File: config.mk
export PLATFORM = sky130hd
export DESIGN_NAME = sklansky_addsub_pipe
export DESIGN_NICKNAME = d
export VERILOG_FILES = /design/src/rtl/sklansky_addsub_pipe.sv
export SDC_FILE = /design/constraint.sdc
export NUM_CORES = 1
export LEC_CHECK = 0
export ABC_AREA = 1
export BUFFER_PORTS_ARGS = -buffer_cell sky130_fd_sc_hd__clkbuf_2
export CORE_MARGIN = 2
export CORE_UTILIZATION = 45
export CTS_BUF_LIST = sky130_fd_sc_hd__clkbuf_2
export CTS_CLUSTER_DIAMETER = 40
export DETAILED_ROUTE_END_ITERATION = 10
export SKIP_CTS_REPAIR_TIMING = 1
export SLEW_MARGIN = 20
export SYNTH_ARGS = -nofsm -noshare
export SYNTH_HDL_FRONTEND = slang
export SYNTH_SLANG_ARGS = --single-unit
File: constraint.sdc
create_clock -name clk -period 2.18 [get_ports clk]
set_input_delay 0.327 -clock clk [delete_from_list [all_inputs] [get_ports clk]]
set_output_delay 0.327 -clock clk [all_outputs]
set_load 0.05 [all_outputs]
File: src/rtl/sklansky_addsub_pipe.sv
// Pipelined Sklansky parallel-prefix adder/subtractor with an |a-b| mode.
// Three register stages (operand g/p, prefix carries, result) share one
// advance enable, so the whole pipe either shifts or holds as a unit.
module sklansky_addsub_pipe #(
  parameter int WIDTH  = 16,
  parameter bit ABS_EN = 1'b1
) (
  input  logic             clk,
  input  logic             rst,
  input  logic             in_valid,
  output logic             in_ready,
  input  logic [WIDTH-1:0] a,
  input  logic [WIDTH-1:0] b,
  input  logic             cin,
  input  logic [1:0]       op,
  output logic             out_valid,
  input  logic             out_ready,
  output logic [WIDTH-1:0] sum,
  output logic             cout,
  output logic             ovf
);

  // Prefix trees run over WIDTH+1 nodes: the carry-in occupies node 0 (bit -1).
  localparam int LV = $clog2(WIDTH + 1);

  localparam logic [1:0] OP_ADD  = 2'b00;
  localparam logic [1:0] OP_SUB  = 2'b01;
  localparam logic [1:0] OP_ABS  = 2'b10;
  localparam logic [1:0] OP_ADDC = 2'b11;

  logic       adv;
  logic [3:1] vld_pipe;

  assign adv       = ~out_valid | out_ready;
  assign in_ready  = adv;
  assign out_valid = vld_pipe[3];

  // ---------------- S1: bitwise generate/propagate ----------------
  logic             inv_b;
  logic [WIDTH-1:0] bx;
  logic             c0;

  // Select b or ~b and the prefix carry-in for the requested operation.
  always_comb begin
    inv_b = (op == OP_SUB) || (op == OP_ABS);
    bx    = inv_b ? ~b : b;
    c0    = inv_b | ((op == OP_ADDC) & cin);
    if (op == OP_ADD) c0 = 1'b0;
  end

  logic [WIDTH-1:0] g1, p1;
  logic             c0_1;
  logic [1:0]       op1;

  // Stage-1 registers.
  always_ff @(posedge clk) begin
    if (rst) begin
      vld_pipe[1] <= 1'b0;
      g1          <= '0;
      p1          <= '0;
      c0_1        <= 1'b0;
      op1         <= OP_ADD;
    end else if (adv) begin
      vld_pipe[1] <= in_valid;
      g1          <= a & bx;
      p1          <= a ^ bx;
      c0_1        <= c0;
      op1         <= op;
    end
  end

  // ---------------- S2: Sklansky carry prefix tree ----------------
  logic [LV:0][WIDTH:0] gt, pt;

  // Level l merges each node with bit l set into the top node of the block
  // just below it. Once a span reaches node 0 its propagate is irrelevant
  // (gray cell), so it is tied to 0.
  always_comb begin
    int k;
    k     = 0;
    gt    = '0;
    pt    = '0;
    gt[0] = {g1, c0_1};
    pt[0] = {p1, 1'b0};
    for (int l = 0; l < LV; l++) begin
      for (int j = 0; j <= WIDTH; j++) begin
        if (((j >> l) & 1) == 1) begin
          k              = ((j >> l) << l) - 1;
          gt[l+1][j]     = gt[l][j] | (pt[l][j] & gt[l][k]);
          pt[l+1][j]     = (((j >> (l + 1)) << (l + 1)) == 0) ? 1'b0
                                                              : (pt[l][j] & pt[l][k]);
        end else begin
          gt[l+1][j]     = gt[l][j];
          pt[l+1][j]     = pt[l][j];
        end
      end
    end
  end

  // cg2[i] = G[i-1:-1], i.e. the carry into bit i; cg2[WIDTH] is the carry out.
  logic [WIDTH:0]   cg2;
  logic [WIDTH-1:0] p2;
  logic [1:0]       op2;

  // Stage-2 registers.
  always_ff @(posedge clk) begin
    if (rst) begin
      vld_pipe[2] <= 1'b0;
      cg2         <= '0;
      p2          <= '0;
      op2         <= OP_ADD;
    end else if (adv) begin
      vld_pipe[2] <= vld_pipe[1];
      cg2         <= gt[LV];
      p2          <= p1;
      op2         <= op1;
    end
  end

  // ---------------- S3: sum, flags, conditional negate ----------------
  logic [WIDTH-1:0] raw, nraw, neg;
  logic             cfin, ovf_raw, is_abs;
  logic [LV:0][WIDTH:0] at;

  // Result bits, and for a<b in ABSDIFF the two's-complement negate built as
  // an incrementer of ~raw whose carries are an AND-prefix over ~raw.
  always_comb begin
    int k;
    k       = 0;
    raw     = p2 ^ cg2[WIDTH-1:0];
    cfin    = cg2[WIDTH];
    ovf_raw = cg2[WIDTH] ^ cg2[WIDTH-1];
    is_abs  = ABS_EN && (op2 == OP_ABS);
    nraw    = ~raw;
    at      = '0;
    at[0]   = {nraw, 1'b1};
    for (int l = 0; l < LV; l++) begin
      for (int j = 0; j <= WIDTH; j++) begin
        if (((j >> l) & 1) == 1) begin
          k          = ((j >> l) << l) - 1;
          at[l+1][j] = at[l][j] & at[l][k];
        end else begin
          at[l+1][j] = at[l][j];
        end
      end
    end
    neg = nraw ^ at[LV][WIDTH-1:0];
  end

  // Output registers; they hold while a result waits for out_ready.
  always_ff @(posedge clk) begin
    if (rst) begin
      vld_pipe[3] <= 1'b0;
      sum         <= '0;
      cout        <= 1'b0;
      ovf         <= 1'b0;
    end else if (adv) begin
      vld_pipe[3] <= vld_pipe[2];
      sum         <= (is_abs && !cfin) ? neg : raw;
      cout        <= cfin;
      ovf         <= is_abs ? 1'b0 : ovf_raw;
    end
  end

endmodule

==> flow_summary.yaml, run 1 <==
run_status:
  status: "completed"
clocking:
  clock_path_buffers: 2
  h-tree-depth: 3
  numCtsBuffers: 9
  cts_tree: "yes"
  clk_latency_ns: 0.54
  root_buffer: "clkbuf_2"
  cts.sinks: 91
  clkSlewWorstSetupHoldPaths_ns: 0.24
placed_design:
  globalplace.congestion: 0.833
  numPortBuffers: 58
  dp_hpwl_mm: 6.40
setup_path:
  end_kind: "output pin"
  worstPathArrival_ns: 1.60
  worstPathRequired_ns: 1.85
  path_max_fanout: 25
  crit_type: "reg -> out"
  start_kind: "register"
drt:
  drc: 0
  antenna_left: 0
  wire_per_inst_um: 11.6
  viasPerCell: 4.81
  first_pass_iters: 4
  drt_iter0_drc: 165
  wirelength_mm: 9.23
  num_vias: 3821
grt:
  grt_pass1_vias: 3411
  antenna_found_initial: 0
  grt_use_total_pct: 17.7
  grt_pass1_wl_mm: 15.8
  grt_start_max_net_pins: 114
  grt_overflow: 0
flow_run:
  cap_violations: 0
synthesis:
  synth_area_um2: 4470
  async_reset_ff_share_pct: 0
  synth_seq_area_share_pct: 40.8
  syn_nets: 668
  synth_cells: 608
  syn_area_per_cell_um2: 7.35
  synth_seq_cells: 91
  synth_edf_count: 0
  synth_ff_type: "dfxtp_1"
  synth_cell_types: 32
  ys_warn_count: 0
final_layout:
  register_area_um2: 1820
  nNetsFinal: 716
  num_antenna_cells: 0
  fillers: 990
  multi_input_area_um2: 2210
  finish.utilization_pct: 52.2
  drive_above_1_share_pct: 15.6
  areaGrowthSynthToFinish_pct: 13.2
die:
  num_rows: 36
  fp.coreArea_um2: 9680
  die_w_um: 104
  die_h_um: 104
  start_util_pct: 46.1
  die_area_um2: 10700
  pin_count: 59
timing:
  hold_violations: 0
  skew_ns: 0.0229
  max_freq_mhz: 518
  fin_setup_tns_ns: 0
  slew_violations: 0
  slew-limit-headroom_pct: 68.2
  whs_ns: 0.148
  fin_crit_sh_pct: 88.5
  setup_viol_count_final: 0
  layout_min_cycle_time_ns: 1.93
  worst_slew_pin_slew_ns: 0.475
  rsz0062_at_grt: "false"
pwr:
  vdd_drop_max_uv: 282
  pwr_density_cell_nw_per_um2: 764
  power_mw: 3.87
  leakage_nw: 2.41
hold_path:
  hold_path.class: "in -> reg"
registers in the layout, summed over array words and instances, names as in the netlist:
| signal | count |
|---|---|
| c0_1 | 1 |
| cg2 | 17 |
| cout | 1 |
| g1 | 16 |
| op1 | 2 |
| op2 | 2 |
| out_valid | 1 |
| ovf | 1 |
| p1 | 16 |
| p2 | 16 |
| sum | 16 |
| vld_pipe | 2 |
per-stage QoR:
stage               cell area, µm²  setup slack [ns]  instances
global placement              4890             0.334        775
CTS                           5020            0.0156        791
floorplan                     4470             0.393        608
finish                        5060             0.250        794
global route                  5060             0.119        794
detailed placement            4890             0.249        775
worst paths after layout:
check	cells past startpoint	from	slack (ns)	end
worst max register to register	11	cg2[4]	0.51	sum[7]
worst max-delay path	4	out_valid	0.25	in_ready
worst min-delay path	4	a[1]	0.15	p1[1]
worst min register to register	2	g1[6]	0.46	g1[6]
routing by layer:
layer	GRT usage, %	vias up	part of all wire [%]
met3	3.52	9	5.9
met5	0	-	0
li1	-	2044	-
met2	26.5	96	41
met4	5.79	0	1.2
met1	25.4	1672	52
report_power, final:
| part | internal (mW) | switching (mW) |
|---|---|---|
| registers | 1.84 | 0.102 |
| clock network | 0.375 | 0.580 |
| logic | 0.332 | 0.639 |
cells by family after synthesis:
| kind of cell | share of synthesized area, % |
|---|---|
| simple gates | 17.9 |
| compound gates | 20.2 |
| buf+inv | 9.77 |
| flops | 40.8 |
| xor+xnor | 5.43 |
| fa+ha+maj | 5.88 |
critical path, stage by stage (launching register included):
cell	delay, ns
dfxtp_1	0.37
inv_1	0.09
nor2_4	0.05
inv_4	0.22
clkbuf_2	0.34
synth_stat cells, types with 2 or more instances:
cell type / number / area (µm²)
inv_1: 73 / 274
nand2_4: 2 / 22.5
clkbuf_1: 22 / 82.6
buf_2: 7 / 35.0
nor2_4: 2 / 22.5
inv_2: 7 / 26.3
nor2_1: 56 / 210
o211ai_1: 6 / 45.0
nand3_2: 2 / 20.0
o21bai_1: 5 / 37.5
ha_1: 21 / 263
dfxtp_1: 91 / 1820
nand2_2: 2 / 12.5
buf_4: 2 / 15.0
nor2_2: 4 / 25.0
nor3_1: 3 / 15.0
o21ai_1: 4 / 20.0
nand2_1: 101 / 379
xor2_1: 21 / 184
xnor2_1: 3 / 26.3
a31oi_1: 3 / 18.8
a21oi_1: 75 / 375
nand3_1: 10 / 50.1
o21ai_0: 78 / 390
layout by cell type, fill, tap and decap left out, types with 10 or more instances in the layout:
cell,instances
ha_1,21
o21ai_0,78
inv_1,73
a21oi_1,75
nand2_1,101
dfxtp_1,91
nor2_1,56
xor2_1,21
nand3_1,10
clkbuf_2,67
area by class of cell:
cell class / count / area share (%)
inverters: 81 / 6.06
repair buffers: 68 / 8.12
well taps: 133 / 3.29
flip-flops and latches: 91 / 36.0
clock buffers: 9 / 0.891
clock inverters: 7 / 1.81
multi-input cells: 405 / 43.8
Note: power is estimated with default switching activity, not from simulation.
==> inputs of run 2 (changes only) <==
--- a/config.mk
+++ b/config.mk
@@ -7,11 +7,11 @@
 export LEC_CHECK = 0
 export ABC_AREA = 1
 export BUFFER_PORTS_ARGS = -buffer_cell sky130_fd_sc_hd__clkbuf_2
-export CORE_MARGIN = 2
+export CORE_MARGIN = 5
 export CORE_UTILIZATION = 45
-export CTS_BUF_LIST = sky130_fd_sc_hd__clkbuf_2
 export CTS_CLUSTER_DIAMETER = 40
 export DETAILED_ROUTE_END_ITERATION = 10
+export GPL_TIMING_DRIVEN = 0
 export SKIP_CTS_REPAIR_TIMING = 1
 export SLEW_MARGIN = 20
 export SYNTH_ARGS = -nofsm -noshare
==> flow_summary.yaml, run 2 (synthesized netlist as in run 1, its figures left out) <==
run_status:
  status: "completed"
timing:
  skew_ns: 0.0123
  max_freq_mhz: 539
  rsz0062_at_grt: "false"
  hold_violations: 0
  worst_slew_pin_slew_ns: 0.683
  layout_setup_ws_ns: 0.324
  layout_min_cycle_time_ns: 1.86
  fin_setup_tns_ns: 0
  setup_viol_count_final: 0
  slew-limit-headroom_pct: 54.5
  fin_crit_sh_pct: 85.1
  slew_violations: 0
setup_path:
  reg2regPathDepth: 10
  reg2reg_to: "cg2[16]"
  end_kind: "register"
  r2r_start: "p1[0]"
  crit_type: "in -> reg"
  worstPathRequired_ns: 2.42
  worstPathArrival_ns: 2.10
  crit_end: "p1[15]"
  path_max_fanout: 10
  start_kind: "primary input"
  crit_start: "op[1]"
  rrSetupSlack_ns: 0.50
pwr:
  pwr_density_cell_nw_per_um2: 787
  p_sw_share_pct: 34.9
  leakage_nw: 2.42
  comb_power_share_pct: 24.7
  intPower_mw: 2.62
  clkPwrFrac_pct: 27.1
  p_sw_mw: 1.40
  pwr-share-seq_pct: 48.2
  power_mw: 4.02
  vdd_drop_max_uv: 354
hold_path:
  hold_path.class: "in -> reg"
final_layout:
  fillers: 1048
  drive_above_1_share_pct: 15.6
  layout_common_cells: "nand2_1 (101), dfxtp_1 (91), o21ai_0 (78), a21oi_1 (75), inv_1 (73)"
  top_register: "cg2"
  finish.utilization_pct: 52.5
  final_common_cell: "nand2_1"
  largest_reg_flops: 17
  finish.cell_count_without_fillers: 813
  register_area_um2: 1820
  multi_input_area_um2: 2210
  areaGrowthSynthToFinish_pct: 14.2
  nNetsFinal: 735
  num_antenna_cells: 0
drt:
  num_vias: 3983
  drc: 0
  antenna_left: 0
  wirelength_mm: 11.2
  wire_per_inst_um: 13.8
  first_pass_iters: 6
  viasPerCell: 4.90
  drt_iter0_drc: 189
grt:
  grt_start_max_net_pins: 17
  grt_pass1_vias: 3658
  grt_use_total_pct: 19.8
  grt_pass1_wl_mm: 18.3
  antenna_found_initial: 0
  grt_overflow: 0
die:
  die_w_um: 110
  num_rows: 36
  die_h_um: 110
  die_area_um2: 12000
  start_util_pct: 45.9
  pin_count: 59
  fp.coreArea_um2: 9730
clocking:
  clkSlewWorstSetupHoldPaths_ns: 0.10
  root_buffer: "clkbuf_8"
  clock_path_buffers: 2
  clk_latency_ns: 0.36
  cts.sinks: 91
  cts_tree: "yes"
  numCtsBuffers: 9
  h-tree-depth: 3
placed_design:
  dp_slack_ns: -0.0675
  dp_hpwl_mm: 8.63
  numPortBuffers: 57
  globalplace.congestion: 0.827
  placedCellCount: 798
flow_run:
  cap_violations: 0
## run 2: worst min path at each step
stage                     startpoint  slack, ns  depth (start not counted)          end
after floorplan               g1[13]       0.42                          2       g1[13]
after global placement        g1[13]       0.44                          2       g1[13]
after detailed placement      op2[1]       0.45                          2       op2[1]
after CTS                   in_valid       0.20                          3  vld_pipe[1]
after global routing           op[0]       0.24                          3       op1[0]
final                       in_valid       0.21                          3  vld_pipe[1]
## run 2: power by group through the flow
stage               clock network (mW)  registers, mW  logic (mW)
finish                            1.09           1.94       0.992
global route                      1.18           1.96        1.12
CTS                               1.12           1.94        1.00
detailed placement                   0           1.97       0.996
global placement                     0           1.97       0.974
floorplan                            0           2.10       0.605
## run 2: worst max-delay path: stages
cell	delay (ns)
clkbuf_2	0.09
inv_1	0.07
ha_1	0.27
buf_2	0.21
buf_2	0.31
xor2_1	0.31
ha_1	0.30
o21ai_0	0.16
a21oi_1	0.05
## run 2: layer usage
layer / global-route usage (%) / share of wire (%) / vias up / wire (µm)
met5: 0 / 0 / - / 0
met4: 6.95 / 1.5 / 0 / 170
met3: 2.35 / 5.1 / 14 / 576
met2: 31.5 / 44 / 105 / 4970
met1: 27.8 / 49 / 1787 / 5520
li1: - / - / 2077 / -
## run 2: layout make-up
type                            instances  share of cell area, %
Timing Repair Buffer                   57                   5.59
Multi-Input combinational cell        405                   43.3
Tap cell                              133                   3.26
Clock inverter                          6                  0.981
Sequential cell                        91                   35.7
Inverter                               81                   5.96
Clock buffer                           10                   2.70
Buffer                                 30                   2.53
## run 2: through the flow
step           instance area [µm²]  hold slack, ns
6_report                      5100           0.207
5_1_grt                       5100           0.243
4_1_cts                       5110           0.197
3_5_place_dp                  4920           0.447
3_3_place_gp                  4920           0.439
2_1_floorplan                 4470           0.423
==> inputs of run 3 (changes only) <==
--- a/config.mk
+++ b/config.mk
@@ -9,6 +9,7 @@
 export BUFFER_PORTS_ARGS = -buffer_cell sky130_fd_sc_hd__clkbuf_2
 export CORE_MARGIN = 5
 export CORE_UTILIZATION = 45
+export CTS_BUF_LIST = sky130_fd_sc_hd__clkbuf_4
 export CTS_CLUSTER_DIAMETER = 40
 export DETAILED_ROUTE_END_ITERATION = 10
 export GPL_TIMING_DRIVEN = 0
==> flow_summary.yaml, run 3 (synthesized netlist as in run 1, its figures left out) <==
placed_design:
  globalplace.congestion: 0.827
  placed_area_um2: 4920
  numPortBuffers: 57
  dp_hpwl_mm: 8.63
pwr:
  vdd_drop_max_uv: 346
  power_mw: 3.79
  pwr_density_cell_nw_per_um2: 752
  leakage_nw: 2.40
setup_path:
  rrSetupSlack_ns: 0.51
  worstPathRequired_ns: 1.85
  reg2reg_to: "p1[14]"
  crit_end: "in_ready"
  end_kind: "output pin"
  crit_type: "reg -> out"
  reg2regPathDepth: 6
  worstPathArrival_ns: 1.60
  start_kind: "register"
  path_max_fanout: 17
  r2r_start: "out_valid"
  crit_start: "out_valid"
final_layout:
  num_antenna_cells: 0
  register_area_um2: 1820
  final_common_cell: "nand2_1"
  layout_common_cells: "nand2_1 (101), dfxtp_1 (91), o21ai_0 (78), a21oi_1 (75), inv_1 (73)"
  multi_input_area_um2: 2210
  fin_area_um2: 5040
  largest_reg_flops: 17
  areaGrowthSynthToFinish_pct: 12.7
  fillers: 1064
  top_register: "cg2"
  nNetsFinal: 735
  drive_above_1_share_pct: 15.4
die:
  die_area_um2: 12000
  fp.coreArea_um2: 9730
  die_h_um: 110
  start_util_pct: 45.9
  die_w_um: 110
  pin_count: 59
  num_rows: 36
clocking:
  clk_latency_ns: 0.46
  cts.sinks: 91
  h-tree-depth: 3
  root_buffer: "clkbuf_4"
  numCtsBuffers: 9
  cts_tree: "yes"
  clkSlewWorstSetupHoldPaths_ns: 0.16
  clock_path_buffers: 2
timing:
  slew_violations: 0
  setup_viol_count_final: 0
  rsz0062_at_grt: "false"
  hold_violations: 0
  fin_crit_sh_pct: 88.4
  slew-limit-headroom_pct: 53.7
  worst_slew_pin_slew_ns: 0.694
  layout_min_cycle_time_ns: 1.93
  skew_ns: 0.0146
  max_freq_mhz: 519
flow_run:
  cap_violations: 0
grt:
  grt_pass1_wl_mm: 18.4
  grt_pass1_vias: 3647
  grt_use_total_pct: 19.9
  grt_start_max_net_pins: 17
  grt_overflow: 0
  antenna_found_initial: 0
drt:
  num_vias: 3985
  wirelength_mm: 11.3
  viasPerCell: 4.90
  drt_iter0_drc: 193
  antenna_left: 0
  first_pass_iters: 5
  drc: 0
  wire_per_inst_um: 13.9
hold_path:
  hold_path.class: "in -> reg"
run_status:
  status: "completed"
run 3: how the worst min path moves through the flow:
| stage | depth (start not counted) | from | to |
|---|---|---|---|
| final | 3 | in_valid | vld_pipe[1] |
| after floorplan | 2 | g1[13] | g1[13] |
| after detailed placement | 2 | op2[1] | op2[1] |
| after CTS | 3 | in_valid | vld_pipe[1] |
| after global placement | 2 | g1[13] | g1[13] |
| after global routing | 3 | op[0] | op1[0] |
run 3: power breakdown:
group | switching, mW | internal, mW | leakage, nW
sequential | 0.105 | 1.83 | 0.750
clock | 0.618 | 0.240 | 0.0602
combinational | 0.663 | 0.329 | 1.58
total | 1.39 | 2.40 | 2.40
run 3: worst max-delay path: stages, from the launching register on:
cell and delay [ns]:
dfxtp_1 0.36, inv_1 0.05, nor2_2 0.23, inv_2 0.22, clkbuf_2 0.29
run 3: final cells by class:
type,instances,share of cell area (%)
inverters,81,6.04
well taps,133,3.30
repair buffers,57,5.66
flip-flops and latches,91,36.2
multi-input cells,405,43.9
clock buffers,9,1.34
plain buffers,30,2.56
clock inverters,7,1.07
run 3: routing by layer:
metal	part of all wire (%)	wire length, µm	track usage [%]	vias to the layer above
met1	49	5550	28.0	1789
met4	1.6	182	7.21	0
li1	-	-	-	2086
met3	4.1	466	2.35	14
met5	0	0	0	-
met2	45	5070	31.5	96
run 3: per-stage QoR:
| step | setup WS (ns) | std cells | util [%] | TNS, ns | hold WS [ns] |
|---|---|---|---|---|---|
| 2_1_floorplan | 0.393 | 608 | - | 0 | 0.423 |
| 3_3_place_gp | -0.0694 | 798 | 50.6 | -0.0694 | 0.439 |
| 3_5_place_dp | -0.0675 | 798 | 50.6 | -0.0675 | 0.447 |
| 4_1_cts | -0.0960 | 814 | 51.8 | -0.0960 | 0.0924 |
| 5_1_grt | 0.163 | 813 | 51.8 | 0 | 0.129 |
| 6_report | 0.253 | 813 | 51.8 | 0 | 0.111 |
